===== config.mk =====
export PLATFORM = sky130hd
export DESIGN_NAME = rr_packet_arbiter
export DESIGN_NICKNAME = d
export VERILOG_FILES = /design/src/rtl/rr_packet_arbiter.sv
export SDC_FILE = /design/constraint.sdc
export NUM_CORES = 1
export LEC_CHECK = 0
export CORE_MARGIN = 2
export CORE_UTILIZATION = 61
export CTS_CLUSTER_DIAMETER = 100
export CTS_CLUSTER_SIZE = 25
export DETAILED_ROUTE_END_ITERATION = 10
export HOLD_SLACK_MARGIN = 0.05
export PLACE_DENSITY = 0.91
export SYNTH_ARGS = -nofsm -noshare
export SYNTH_HDL_FRONTEND = slang
export SYNTH_SLANG_ARGS = --single-unit

===== constraint.sdc =====
create_clock -name clk -period 2.8 [get_ports clk]
set_clock_uncertainty 0.05 [all_clocks]
set_input_delay 0.7 -clock clk [delete_from_list [all_inputs] [get_ports clk]]
set_output_delay 0.7 -clock clk [all_outputs]
set_load 0.02 [all_outputs]

===== src/rtl/rr_packet_arbiter.sv =====
// Round-robin packet arbiter: locks a grant from head flit to tail flit.
// Optional macro ARB_FAST_REARB_EN re-arbitrates on the release edge instead of idling a cycle.
module rr_packet_arbiter #(
  parameter int IO_SIZE = 5,
  parameter int IO_w    = 3
) (
  input  logic               clk,
  input  logic               rst_n,
  input  logic [IO_SIZE-1:0] request,
  input  logic [IO_SIZE-1:0] tail,
  input  logic [IO_w-1:0]    token,
  input  logic               advance,
  output logic [IO_SIZE-1:0] grant,
  output logic               grant_valid,
  output logic [IO_w-1:0]    grant_id
);

  typedef enum logic {IDLE, LOCKED} state_t;
  state_t state;

  localparam logic [IO_SIZE-1:0] ONE = {{(IO_SIZE-1){1'b0}}, 1'b1};

  // Returns {found, index} of the first set bit at or after start, wrapping.
  function automatic logic [IO_w:0] scan(input logic [IO_SIZE-1:0] req, input int start);
    logic [IO_w:0] res;
    int            idx;
    res = '0;
    for (int i = 0; i < IO_SIZE; i++) begin
      idx = (start + i) % IO_SIZE;
      if (!res[IO_w] && req[idx]) res = {1'b1, IO_w'(idx)};
    end
    return res;
  endfunction

  logic [IO_w:0] idle_pick;
  logic          release_now;

  always_comb begin
    idle_pick = scan(request, (int'(token) >= IO_SIZE) ? 0 : int'(token));
  end

  assign release_now = grant_valid && advance && tail[grant_id];

`ifdef ARB_FAST_REARB_EN
  // The token stage lags a cycle, so the fast path restarts just past the current owner.
  logic [IO_w:0] fast_pick;
  always_comb begin
    fast_pick = scan(request & ~grant, int'(grant_id) + 1);
  end
`endif

  always_ff @(posedge clk or negedge rst_n) begin
    if (!rst_n) begin
      state       <= IDLE;
      grant       <= '0;
      grant_valid <= 1'b0;
      grant_id    <= '0;
    end else begin
      case (state)
        IDLE: begin
          if (idle_pick[IO_w]) begin
            state       <= LOCKED;
            grant       <= ONE << idle_pick[IO_w-1:0];
            grant_valid <= 1'b1;
            grant_id    <= idle_pick[IO_w-1:0];
          end
        end
        LOCKED: begin
          if (release_now) begin
`ifdef ARB_FAST_REARB_EN
            if (fast_pick[IO_w]) begin
              grant    <= ONE << fast_pick[IO_w-1:0];
              grant_id <= fast_pick[IO_w-1:0];
            end else begin
              state       <= IDLE;
              grant       <= '0;
              grant_valid <= 1'b0;
              grant_id    <= '0;
            end
`else
            state       <= IDLE;
            grant       <= '0;
            grant_valid <= 1'b0;
            grant_id    <= '0;
`endif
          end
        end
        default: state <= IDLE;
      endcase
    end
  end

endmodule


==> flow_summary.json, run 1 <==
{
  "cts_resized": 84,
  "htree_levels": 1,
  "synth_edf_count": 0,
  "ios": 25,
  "stop_error": "[ERROR DPL-0038] Utilization greater than 100%, impossible to legalize",
  "cts.path.max_buffers": 2,
  "dp_hpwl_um": 6650,
  "io_buffer_count": 24,
  "seq_area_frac_synth": 0.124,
  "gp_congestion": 0.942,
  "flow.stopped_at": "clock tree synthesis",
  "ys_types": 79,
  "status": "aborted with a tool error",
  "rows": 20,
  "root_buffer": "clkbuf_4",
  "synth_cells": 250,
  "post-cts-setup-buffers": 15,
  "syn-cell-area_mm2": 0.00202,
  "syn-num-nets": 281,
  "fp.dieH_um": 61.5,
  "cts_buffers": 3,
  "clock_sinks": 10,
  "ys_async_sr_fraction": 1.00,
  "synth_seq_cells": 10,
  "start_util": 0.651,
  "cts_hold_buffers": 0,
  "synth_warnings": 0,
  "die_w_um": 61.5,
  "avgSynthCellArea_um2": 8.08,
  "synthFlopType": "dfrtp_1"
}
## stage by stage
stage	worst slack [ns]	cells	hold WS (ns)	area [um2]
after floorplan	-1.08	250	0.354	2160
after global placement	-1.50	377	0.411	2910
after detailed placement	-1.76	377	0.445	2910
## logic make-up after synthesis
group | share of synthesized area
AOI/OAI and AO/OA | 0.374
xor gates and xnor gates | 0.0130
adders and majority gates | 0.0929
buffers and inverters | 0.0700
DFF | 0.124
muxes | 0.0576
and+or+nand+nor | 0.269
## cells in the mapped netlist (4+ instances only)
cell type,count,area (um2)
nor2_1,13,48.8
inv_1,14,52.6
a211oi_1,8,60.1
a41oi_1,4,35.0
clkbuf_1,6,22.5
ha_1,15,188
o21ai_0,9,45.0
a22o_1,5,43.8
nand2b_1,5,31.3
o22ai_1,4,25.0
o211ai_1,4,30.0
dfrtp_1,10,250
buf_2,5,25.0
a211o_1,4,35.0
nor2b_1,9,56.3
o21a_1,4,30.0
nor3_1,5,25.0
a21o_1,8,60.1
mux2i_1,6,60.1
a21oi_1,8,40.0
nand2_1,5,18.8
nor3b_1,7,52.6
nand3_1,7,35.0
==> run 2, diff against run 1 <==
==> config.mk (replaced) <==
export PLATFORM = sky130hd
export DESIGN_NAME = rr_packet_arbiter
export DESIGN_NICKNAME = d
export VERILOG_FILES = /design/src/rtl/rr_packet_arbiter.sv
export SDC_FILE = /design/constraint.sdc
export NUM_CORES = 1
export LEC_CHECK = 0
export CORE_MARGIN = 2
export CORE_UTILIZATION = 40
export DETAILED_ROUTE_END_ITERATION = 10
export PLACE_DENSITY_LB_ADDON = 0.15
export SYNTH_ARGS = -nofsm -noshare
export SYNTH_HDL_FRONTEND = slang
export SYNTH_SLANG_ARGS = --single-unit
==> run 2 against run 1 <==
The flow now finishes, with violations (setup timing); synthesized cell count unchanged; area after synthesis unchanged.
==> flow_summary.json, run 2 <==
{
  "post_dp_cell_area_mm2": 0.00291,
  "cpLargestDelayFamily": "compound AO/OA/AOI/OAI gates",
  "cellPowerDensity_mw_per_mm2": 402,
  "min_from": "grant[4]",
  "gp_congestion": 0.912,
  "worstSetupStartpointType": "primary input",
  "fin_tns_setup_ns": -7.94,
  "ys_top_cells_by_count": "15 x ha_1, 14 x inv_1, 13 x nor2_1",
  "grt_max_degree": 15,
  "ios": 25,
  "critical-path-max-stage-delay_ns": 0.35,
  "drtIter0Drc": 144,
  "violations": "setup timing",
  "relSlewSlack": 0.693,
  "setup_viol": 10,
  "largest_registers": "grant x5, grant_id x3",
  "dieArea_mm2": 0.00563,
  "setup_ws_ns": -0.885,
  "antenna_found_initial": 0,
  "yosysTopAreaCell": "dfrtp_1",
  "arrival_ns": 3.76,
  "syn_to_final_growth_pct": 75.1,
  "finalCritPeriodShare": 1.32,
  "fin_crit_ns": 3.68,
  "path_class": "primary input to register",
  "rsz0062_at_grt": "true",
  "max_freq_ghz": 0.271,
  "nFillCells": 355,
  "hold_class": "register to register",
  "cts.path.max_buffers": 2,
  "drive_gt1_frac": 0.501,
  "top_register": "grant",
  "cpMaxStageDelayCell": "nor3b_4",
  "drt_wl_total_um": 7130,
  "synthFlopType": "dfrtp_1",
  "final_util": 0.739,
  "design_area_mm2": 0.00354,
  "grt_pass1_wl_um": 11400,
  "final_cell_mix": "80 x buf_4, 21 x clkdlybuf4s50_1, 12 x buf_6, 10 x inv_1, 10 x dfrtp_1",
  "root_buffer": "clkbuf_8",
  "status": "finished with violations",
  "end_kind": "register",
  "fp.dieH_um": 75.1,
  "wl_per_cell_um": 16.8,
  "firstDrtPassIters": 4,
  "yosys.area.top_type_share": 0.124,
  "avgViaCountPerCell": 5.79,
  "yosysMostFrequentCell": "ha_1",
  "leakage_nw": 1.50,
  "synth_cells": 250,
  "hold_viol_final": 0,
  "required_ns": 2.87,
  "netlist_top_cells_area": "dfrtp_1 12%, ha_1 9.3%, mux2i_1 3.0%",
  "seq_area_frac_synth": 0.124,
  "ys_types": 79,
  "core-area_mm2": 0.00479,
  "synth_edf_count": 0,
  "htree_levels": 1,
  "final_common_cell": "buf_4",
  "die_w_um": 75.1,
  "grt_overflow_total": 0,
  "grt_use_total": 0.259,
  "ir_drop_uv": 472,
  "cts_buffers": 3,
  "reg2reg_depth": 6,
  "grt_pass1_vias": 2477,
  "path_clk_slew_ns": 0.05,
  "slew_viol_final": 0,
  "ff2ff_setup_slack_ns": 0.87,
  "min_to": "grant[4]",
  "start_util": 0.422,
  "synth_seq_cells": 10,
  "ys_async_sr_fraction": 1.00,
  "crit_buf_inv": 5,
  "cts_tree": "yes",
  "timing.hold.ws_ns": 0.439,
  "vias": 2457,
  "cp_cell_sequence": "buf_8, nor3b_2, buf_4, buf_6, ha_4, inv_4, ha_4, a21boi_0, o21a_1, o22a_2, and3_4, o211ai_1, nor3b_4, and2_4, buf_4, a31oi_4, a22o_1",
  "drc": 0,
  "io_buffer_count": 24,
  "place_ws_ns": -1.62,
  "postRouteAntennaNets": 0,
  "rows": 25,
  "cp_max_fo": 4,
  "syn-num-nets": 281,
  "worst_pin_slew_ns": 0.460,
  "reg2reg_from": "grant_id[0]",
  "nets": 389,
  "syn-cell-area_mm2": 0.00202,
  "dp_hpwl_um": 5080,
  "r2r_end": "grant[0]",
  "cts_hold_buffers": 0,
  "synth_warnings": 0,
  "hold_path_depth": 1,
  "avgSynthCellArea_um2": 8.08,
  "drv_cap": 0,
  "n_antenna_cell": 0,
  "largest_reg_flops": 5,
  "clk_latency_ns": 0.23,
  "clock_sinks": 10
}
run 2: worst max path at each step:
stage               startpoint        to  slack [ns]  depth (start not counted)
floorplan             token[2]  grant[2]       -1.08                         20
global placement      token[2]  grant[2]       -1.61                         18
detailed placement    token[2]  grant[3]       -1.62                         18
CTS                   token[2]  grant[0]       -0.88                         19
global route          token[2]  grant[1]       -0.99                         18
finish                token[2]  grant[2]       -0.88                         17
run 2: stage by stage:
stage / std cells / power [mW]
global route: 424 / 1.50
detailed placement: 397 / 1.01
global placement: 397 / 1.00
CTS: 419 / 1.34
finish: 424 / 1.42
floorplan: 250 / 0.711
run 2: layout make-up:
class | instances | area [um2] | share of cell area
clock buffer | 4 | 55.1 | 0.0156
tap | 67 | 83.8 | 0.0237
sequential | 10 | 250 | 0.0708
inverter | 18 | 73.8 | 0.0209
timing repair buffer | 118 | 1010 | 0.284
multi-input combinational | 207 | 2070 | 0.585
run 2: logic make-up after synthesis:
family / share of synthesized area
AO/OA/AOI/OAI: 0.374
AND/OR/NAND/NOR: 0.269
buffers and inverters: 0.0700
adder cells (fa/ha/maj): 0.0929
multiplexers: 0.0576
flip-flops: 0.124
XOR/XNOR: 0.0130
run 2: timing repair:
item                                   in CTS  in global routing
pin swaps                                  30                 25
gates resized for setup                    68                 23
buffers inserted                           18                  5
setup endpoints to repair                  10                 10
gates cloned                                0                  0
endpoints found under the hold margin       0                  0
run 2: report_power, final:
part	total [mW]	switching (mW)	internal [mW]
sequential	0.245	0.0474	0.198
clock	0.180	0.0566	0.124
combinational	0.994	0.476	0.518
total	1.42	0.580	0.840
run 2: routing by layer:
layer,global-route usage,routed length (um),vias to the layer above
li1,-,-,1192
met1,0.342,3120,1178
met2,0.456,3500,72
met3,0.0174,361,15
met4,0.0675,146,0
met5,0,0,-
Note: power is estimated with default switching activity, not from simulation.
==> run 3, diff against run 2 <==
--- a/config.mk
+++ b/config.mk
@@ -5,10 +5,13 @@
 export SDC_FILE = /design/constraint.sdc
 export NUM_CORES = 1
 export LEC_CHECK = 0
+export ABC_AREA = 0
+export CORE_ASPECT_RATIO = 0.75
 export CORE_MARGIN = 2
 export CORE_UTILIZATION = 40
 export DETAILED_ROUTE_END_ITERATION = 10
 export PLACE_DENSITY_LB_ADDON = 0.15
+export RECOVER_POWER = 25
 export SYNTH_ARGS = -nofsm -noshare
 export SYNTH_HDL_FRONTEND = slang
 export SYNTH_SLANG_ARGS = --single-unit
==> run 3 against run 2 <==
The flow still finishes with violations (setup timing); highest routed layer unchanged; critical endpoint is now grant[1]; die area rose by 0.10%; power up 1.8%; cell count down 0.94%; critical path depth grew 1; routed wire length up 6.1%; largest cell class unchanged; core utilization down 1.2 points; first-iteration DRC count shrank 10%; cell area increased by 0.18%.
==> flow_summary.json, run 3 (synthesis results as in run 2) <==
{
  "dp_hpwl_um": 5400,
  "firstDrtPassIters": 4,
  "ir_drop_uv": 383,
  "syn_to_final_growth_pct": 75.4,
  "clock_sinks": 10,
  "cts_tree": "yes",
  "largest_reg_flops": 5,
  "slew_viol_final": 0,
  "arrival_ns": 3.82,
  "met3_usage": 0.0440,
  "design_area_mm2": 0.00354,
  "required_ns": 2.90,
  "postRouteAntennaNets": 0,
  "rows": 22,
  "status": "finished with violations",
  "place_ws_ns": -1.68,
  "avgViaCountPerCell": 5.98,
  "cp_max_fo": 4,
  "drt_wl_total_um": 7570,
  "rsz0062_at_grt": "true",
  "start_util": 0.414,
  "grt_pass1_wl_um": 12000,
  "finalCritPeriodShare": 1.33,
  "regArea_um2": 250,
  "root_buffer": "clkbuf_8",
  "clkPwrFrac": 0.132,
  "n_antenna_cell": 0,
  "combinationalPowerShare": 0.698,
  "grt_use_total": 0.268,
  "grt-busiest-layer": "met2",
  "core-area_mm2": 0.00487,
  "drive_gt1_frac": 0.511,
  "dieArea_mm2": 0.00564,
  "worst_pin_slew_ns": 0.512,
  "nFillCells": 367,
  "drtIter0Drc": 129,
  "fp.dieH_um": 65.5,
  "clk_latency_ns": 0.25,
  "hold_viol_final": 0,
  "fin_cells": 420,
  "setup_ws_ns": -0.920,
  "setup_viol": 10,
  "pwr-share-seq": 0.170,
  "final_common_cell": "buf_4",
  "cts_buffers": 3,
  "final_cell_mix": "89 x buf_4, 20 x clkdlybuf4s50_1, 10 x inv_1, 10 x dfrtp_1, 9 x nor2_1",
  "worstSetupStartpointType": "primary input",
  "cts_hold_buffers": 0,
  "end_kind": "register",
  "grtUsageMet1": 0.402,
  "multi_input_area_mm2": 0.00206,
  "relSlewSlack": 0.657,
  "path_class": "primary input to register",
  "timing.hold.ws_ns": 0.435,
  "io_buffer_count": 24,
  "antenna_found_initial": 0,
  "switching_share": 0.413,
  "die_w_um": 86.0,
  "switchingPower_mw": 0.597,
  "top_register": "grant",
  "grt_overflow_total": 0,
  "post_dp_cell_area_mm2": 0.00293,
  "path_clk_slew_ns": 0.05,
  "leakage_nw": 1.51,
  "grtUsageMet2": 0.407,
  "cts.path.max_buffers": 2,
  "nets": 392,
  "largest_registers": "grant x5, grant_id x3",
  "cellPowerDensity_mw_per_mm2": 408,
  "ios": 25,
  "fin_crit_ns": 3.72,
  "max_freq_ghz": 0.269,
  "gp_congestion": 0.869,
  "grt_max_degree": 15,
  "htree_levels": 1,
  "violations": "setup timing",
  "vias": 2511,
  "internal-power_mw": 0.848,
  "grt_pass1_vias": 2422,
  "dp_cells": 393,
  "drc": 0,
  "drv_cap": 0,
  "hold_class": "register to register",
  "wl_per_cell_um": 18.0
}
[run 3: what timing repair did]
item                                    in CTS  in global routing
gates resized for setup                     54                 29
cloned                                       0                  0
pin swaps                                   31                 27
endpoints found under the setup margin      10                 10
buffers inserted                            17                  6
[run 3: routing by layer]
layer / part of all wire / up-vias
met5: 0 / -
met4: 0.014 / 0
li1: - / 1196
met2: 0.45 / 69
met3: 0.045 / 10
met1: 0.49 / 1236
[run 3: path summary, 6_finish.rpt]
check	end	depth (start not counted)	slack [ns]	startpoint
max	grant[1]	18	-0.92	token[1]
min	grant[4]	1	0.44	grant[4]
max reg2reg	grant[1]	6	0.84	grant_id[0]
min reg2reg	grant[4]	1	0.44	grant[4]
max in group asynchronous	grant[2]	1	1.56	rst_n
min in group asynchronous	state	1	0.80	rst_n
[run 3: metrics by stage]
step,setup TNS (ns),utilization,total power [mW]
CTS,-7.91,0.688,1.35
detailed placement,-16.06,0.601,1.02
finish,-8.36,0.727,1.45
floorplan,-10.01,-,0.711
global route,-9.61,0.727,1.53
global placement,-15.11,0.601,1.01
[run 3: worst max-delay path, cell delays in order]
cell     delay [ns]
buf_4          0.14
inv_4          0.06
nor2_4         0.03
inv_2          0.08
ha_4           0.14
inv_2          0.04
ha_4           0.30
inv_6          0.05
ha_4           0.17
o32ai_4        0.22
xnor2_1        0.12
nor2_2         0.19
mux2_4         0.34
nor4_4         0.33
nor3b_4        0.09
and2_4         0.19
a211o_4        0.35
o32ai_2        0.26
[run 3: power groups by stage]
stage / Clock, mW / Sequential (mW) / Combinational [mW]
floorplan: 0 / 0.296 / 0.415
global placement: 0 / 0.242 / 0.768
detailed placement: 0 / 0.242 / 0.778
CTS: 0.192 / 0.243 / 0.916
global route: 0.202 / 0.253 / 1.07
finish: 0.191 / 0.246 / 1.01
[run 3: area by class of cell]
cell class,count,area share
timing repair buffer,121,0.290
tap,60,0.0212
clock buffer,4,0.0155
inverter,18,0.0215
sequential,10,0.0706
multi-input combinational,207,0.581
==> run 4, diff against run 3 <==
==> constraint.sdc (replaced) <==
create_clock -name clk -period 4.2 [get_ports clk]
set_clock_uncertainty 0.05 [all_clocks]
set_input_delay 1.05 -clock clk [delete_from_list [all_inputs] [get_ports clk]]
set_output_delay 1.05 -clock clk [all_outputs]
set_load 0.05 [all_outputs]
==> run 4 against run 3 <==
Critical path type unchanged; power down 31%; clock-buffer cell count unchanged; sequential power down 34%; die area unchanged; the run now ends clean; clock power down 36%; non-clock buffer count down 12.
==> flow_summary.json, run 4 (synthesis results as in run 2) <==
{
  "status": "finished clean",
  "clock_sinks": 10,
  "drt_wl_total_um": 6980,
  "path_class": "primary input to register",
  "grt-busiest-layer": "met2",
  "grtUsageMet2": 0.393,
  "ir_drop_uv": 260,
  "worst_pin_slew_ns": 0.512,
  "end_kind": "register",
  "htree_levels": 1,
  "gp_congestion": 0.919,
  "ios": 25,
  "clk_latency_ns": 0.24,
  "nets": 380,
  "cellPowerDensity_mw_per_mm2": 299,
  "finalCritPeriodShare": 0.976,
  "grt_max_degree": 13,
  "worstSetupStartpointType": "primary input",
  "path_clk_slew_ns": 0.05,
  "cts_tree": "yes",
  "avgViaCountPerCell": 6.01,
  "relSlewSlack": 0.658,
  "firstDrtPassIters": 4,
  "setup_viol": 0,
  "postRouteAntennaNets": 0,
  "drv_cap": 0,
  "grt_pass1_vias": 2317,
  "wl_per_cell_um": 17.1,
  "cts.path.max_buffers": 2,
  "grt_overflow_total": 0,
  "grt_pass1_wl_um": 11500,
  "met3_usage": 0.0327,
  "rows": 22,
  "cp_max_fo": 5,
  "largest_registers": "grant x5, grant_id x3",
  "arrival_ns": 4.19,
  "fin_crit_ns": 4.10,
  "drive_gt1_frac": 0.460,
  "start_util": 0.414,
  "antenna_found_initial": 0,
  "io_buffer_count": 24,
  "final_cell_mix": "78 x buf_4, 20 x clkdlybuf4s50_1, 10 x inv_1, 10 x dfrtp_1",
  "hold_viol_final": 0,
  "drc": 0,
  "place_ws_ns": -0.561,
  "setup_ws_ns": 0.101,
  "root_buffer": "clkbuf_8",
  "required_ns": 4.29,
  "grtUsageMet1": 0.387,
  "core-area_mm2": 0.00487,
  "top_register": "grant",
  "timing.hold.ws_ns": 0.434,
  "largest_reg_flops": 5,
  "vias": 2454,
  "syn_to_final_growth_pct": 65.2,
  "fp.dieH_um": 65.5,
  "drtIter0Drc": 102,
  "die_w_um": 86.0,
  "dieArea_mm2": 0.00564,
  "dp_hpwl_um": 5250,
  "max_freq_ghz": 0.244,
  "hold_class": "register to register",
  "hold_path_depth": 1,
  "grt_use_total": 0.255,
  "slew_viol_final": 0,
  "cts_hold_buffers": 0,
  "leakage_nw": 1.42,
  "reg2reg_depth": 6,
  "cts_buffers": 3,
  "n_antenna_cell": 0,
  "final_common_cell": "buf_4"
}
==> run 4: routing by layer <==
metal / wire length, um / share of wire
met3: 399 / 0.057
met1: 3340 / 0.48
met2: 3160 / 0.45
met5: 0 / 0
met4: 76 / 0.011
==> run 4: final timing paths <==
path | startpoint | endpoint | slack (ns)
worst min-delay path | grant[4] | grant[4] | 0.43
worst min register to register | grant[4] | grant[4] | 0.43
max in group asynchronous | rst_n | grant[1] | 2.63
min in group asynchronous | rst_n | grant_valid | 1.15
worst max-delay path | token[2] | grant[1] | 0.10
worst max register to register | grant_id[0] | grant[1] | 2.32
==> run 4: cell type report <==
class	instances	area [um2]
well taps	60	75.1
inverters	18	76.3
flip-flops and latches	10	250
repair buffers	109	905
multi-input cells	207	1970
fillers	402	1540
clock buffers	4	55.1
==> run 4: what timing repair did <==
| item | 4_1_cts | 5_1_grt |
|---|---|---|
| buffers inserted | 10 | 9 |
| gates resized for setup | 25 | 36 |
| endpoints found under the hold margin | 0 | 0 |
| endpoints found under the setup margin | 10 | 10 |
| pin swaps | 13 | 28 |
==> run 4: critical path: stages <==
cell      delay [ns]
buf_6           0.10
buf_6           0.11
nor2_4          0.12
inv_4           0.06
ha_4            0.17
inv_4           0.05
ha_4            0.20
inv_4           0.08
nand2_4         0.05
ha_4            0.27
nor2b_4         0.05
nor4b_2         0.15
a221o_1         0.37
nor2_4          0.22
o211ai_1        0.13
nor3b_4         0.18
and2_4          0.18
a211o_4         0.36
o32ai_2         0.28
==> run 4: power by group <==
part	switching, mW	internal [mW]	leakage (nW)
sequential	0.0312	0.132	0.129
combinational	0.388	0.325	1.26
clock	0.0399	0.0826	0.0288
==> run 4: per-stage QoR <==
step	util	area (um2)	instances	setup TNS, ns	total power, mW
after floorplan	-	2150	250	-0.0622	0.546
after global placement	0.590	2880	385	-4.87	0.737
after detailed placement	0.590	2880	385	-4.67	0.747
after CTS	0.637	3100	399	-0.0131	0.931
after global routing	0.685	3340	408	-0.0909	1.06
final	0.685	3340	408	0	0.998
==> RTL edit (config.mk and constraints of run 4) <==
Build with the macro `ARB_FAST_REARB_EN` defined.
--- a/src/rtl/rr_packet_arbiter.sv
+++ b/src/rtl/rr_packet_arbiter.sv
@@ -1,4 +1,6 @@
 // Round-robin packet arbiter: locks a grant from head flit to tail flit.
 // Optional macro ARB_FAST_REARB_EN re-arbitrates on the release edge instead of idling a cycle.
+`define ARB_FAST_REARB_EN
+
 module rr_packet_arbiter #(
   parameter int IO_SIZE = 5,
Check against the original RTL: not equivalent (a bounded check fails within 4 cycles, from zero or initial values and one cycle with rst_n low).
==> RTL edit against run 4 <==
- the flow now finishes with violations (setup timing)
- register-to-register slack worse by 3.8 ns
- fmax down 27%
- critical endpoint is now grant[0]
- highest routed layer unchanged
- first-iteration DRC count rose to 5.9 times the old value
- wire length rose to 2.8 times the old value
- area after synthesis rose to 2.5 times the old value
- critical path depth up 10
- critical path type is now reg -> reg
- sequential cell count unchanged
- design area up 130%
- worst setup slack worse by 1.6 ns
Power is not shown: default switching activity piles up to over one toggle a cycle in this logic, so the estimate is an artifact.
==> RTL edit: results (changes against run 4) <==
\begin{tabular}{lr}
\hline
Metric & Value \\
\hline
\multicolumn{2}{l}{\textbf{Detailed routing}} \\
\quad DRT iter0 DRCs & 599 (+490\%) \\
\quad Vias per cell & 5.92 (-1.5\%) \\
\quad Drt total wl & 19600 um (+180\%) \\
\quad Pre-Repair DR Iteration Count & 5 (+1) \\
\multicolumn{2}{l}{\textbf{Synth}} \\
\quad Most common library cells after synthesis & 57 x sky130\_fd\_sc\_hd\_\_ha\_1, 49 x sky130\_fd\_sc\_hd\_\_nor2\_1, 43 x sky130\_fd\_sc\_hd\_\_nand2\_1 \\
\quad Syn\_nets & 752 (+170\%) \\
\quad Netlist cell types & 105 (+33\%) \\
\quad Fraction of registers with async set/reset & 1.00 (unchanged) \\
\quad Seq/Total Area, Yosys & 0.0490 (-0.0749) \\
\quad Synth top area cells & sky130\_fd\_sc\_hd\_\_ha\_1 14\%, sky130\_fd\_sc\_hd\_\_dfrtp\_1 4.9\%, sky130\_fd\_sc\_hd\_\_mux2i\_1 4.3\%, sky130\_fd\_sc\_hd\_\_nor2\_1 3.6\%, sky130\_fd\_sc\_hd\_\_a21oi\_1 3.2\% \\
\multicolumn{2}{l}{\textbf{GRT}} \\
\quad Pin count of the biggest net entering global routing & 32 (+19) \\
\quad Number of global-route vias before repair & 6090 (+160\%) \\
\quad GRT Total Usage & 0.281 (+0.0257) \\
\quad Wire length of the first global-routing pass & 31400 um (+170\%) \\
\multicolumn{2}{l}{\textbf{Outcome}} \\
\quad Outcome & finished, violations left \\
\quad Violations in the final reports & setup timing \\
\multicolumn{2}{l}{\textbf{Timing}} \\
\quad Final setup fails & 10 (+10) \\
\quad Setup Total Neg Slack & -13.27 ns (-13.27 ns) \\
\quad Worst Tran Pin Value & 0.568 ns (+0.0565 ns) \\
\quad Minimum setup slack in the final design & -1.45 ns (-1.55 ns) \\
\multicolumn{2}{l}{\textbf{Setup path}} \\
\quad Worst-path maximum fanout & 10 (+5) \\
\quad Critical Path Slowest Stage Cell & sky130\_fd\_sc\_hd\_\_o32ai\_2 \\
\quad Critical Path Max Stage Delay & 0.48 ns (+0.11 ns) \\
\quad Logic depth of the worst register-to-register path & 29 (+23) \\
\multicolumn{2}{l}{\textbf{Min path}} \\
\quad Hold Path Cell Cnt & 2 (+1) \\
\multicolumn{2}{l}{\textbf{CTS}} \\
\quad CTS max path bufs & 2 (unchanged) \\
\quad Number of buffers inserted to repair setup after CTS & 12 (+2) \\
\quad Resized Gates After CTS & 27 (+8.0\%) \\
\multicolumn{2}{l}{\textbf{Place}} \\
\quad Placed cell area & 0.00722 sq mm (+150\%) \\
\quad Weighted congestion at the end of routability-driven global placement & 1.03 (+12\%) \\
\quad DP HPWL & 15500 um (+190\%) \\
\multicolumn{2}{l}{\textbf{Finish}} \\
\quad Net count, final & 990 (+160\%) \\
\quad Count of fill cells added during filler insertion & 1091 (+170\%) \\
\quad Share of final-layout standard cells stronger than drive strength 1 & 0.393 (-0.0668) \\
\hline
\end{tabular}
## RTL edit: changes by cell type in the layout (fill, tap and decap cells not counted), moves of 18 or more
cell                      change
sky130_fd_sc_hd__nand2_1     +36
sky130_fd_sc_hd__nor2_1      +38
sky130_fd_sc_hd__buf_4      +161
sky130_fd_sc_hd__a21oi_1     +24
sky130_fd_sc_hd__ha_1        +38
sky130_fd_sc_hd__inv_1       +24
sky130_fd_sc_hd__o21ai_0     +18
sky130_fd_sc_hd__nand3_1     +23
## RTL edit: kinds of logic after synthesis
logic type / share of synthesized area
compound gates: 0.343
xor+xnor: 0.0475
fa+ha+maj: 0.142
buf+inv: 0.0654
flops: 0.0490
mux: 0.0791
simple gates: 0.274
## RTL edit: path summary, 6_finish.rpt
path / start / to
setup / recovery: grant_id[1] / grant[0]
hold reg to reg: grant_valid / grant_valid
setup reg to reg: grant_id[1] / grant[0]
max in group asynchronous: rst_n / grant_id[1]
min in group asynchronous: rst_n / grant[2]
hold / removal: grant_valid / grant_valid
## RTL edit: per-layer routing
metal	vias to the layer above	routed length, um	GRT usage
li1	3074	-	-
met1	3058	9790	0.427
met2	264	8380	0.444
met3	13	1340	0.0273
met4	0	72	0.0275
met5	-	0	0
## RTL edit: cell type report
cell class,instances,area share
Clock buffer,4,0.0116
Inverter,45,0.0246
Multi-Input combinational cell,592,0.634
Sequential cell,10,0.0330
Tap cell,166,0.0271
Timing Repair Buffer,265,0.269
## RTL edit: stage by stage
step	instances	hold slack, ns	util
final	1082	0.510	0.621
after detailed placement	1056	0.505	0.585
after floorplan	679	0.458	-
after global placement	1056	0.492	0.585
after global routing	1082	0.565	0.621
after CTS	1072	0.514	0.611
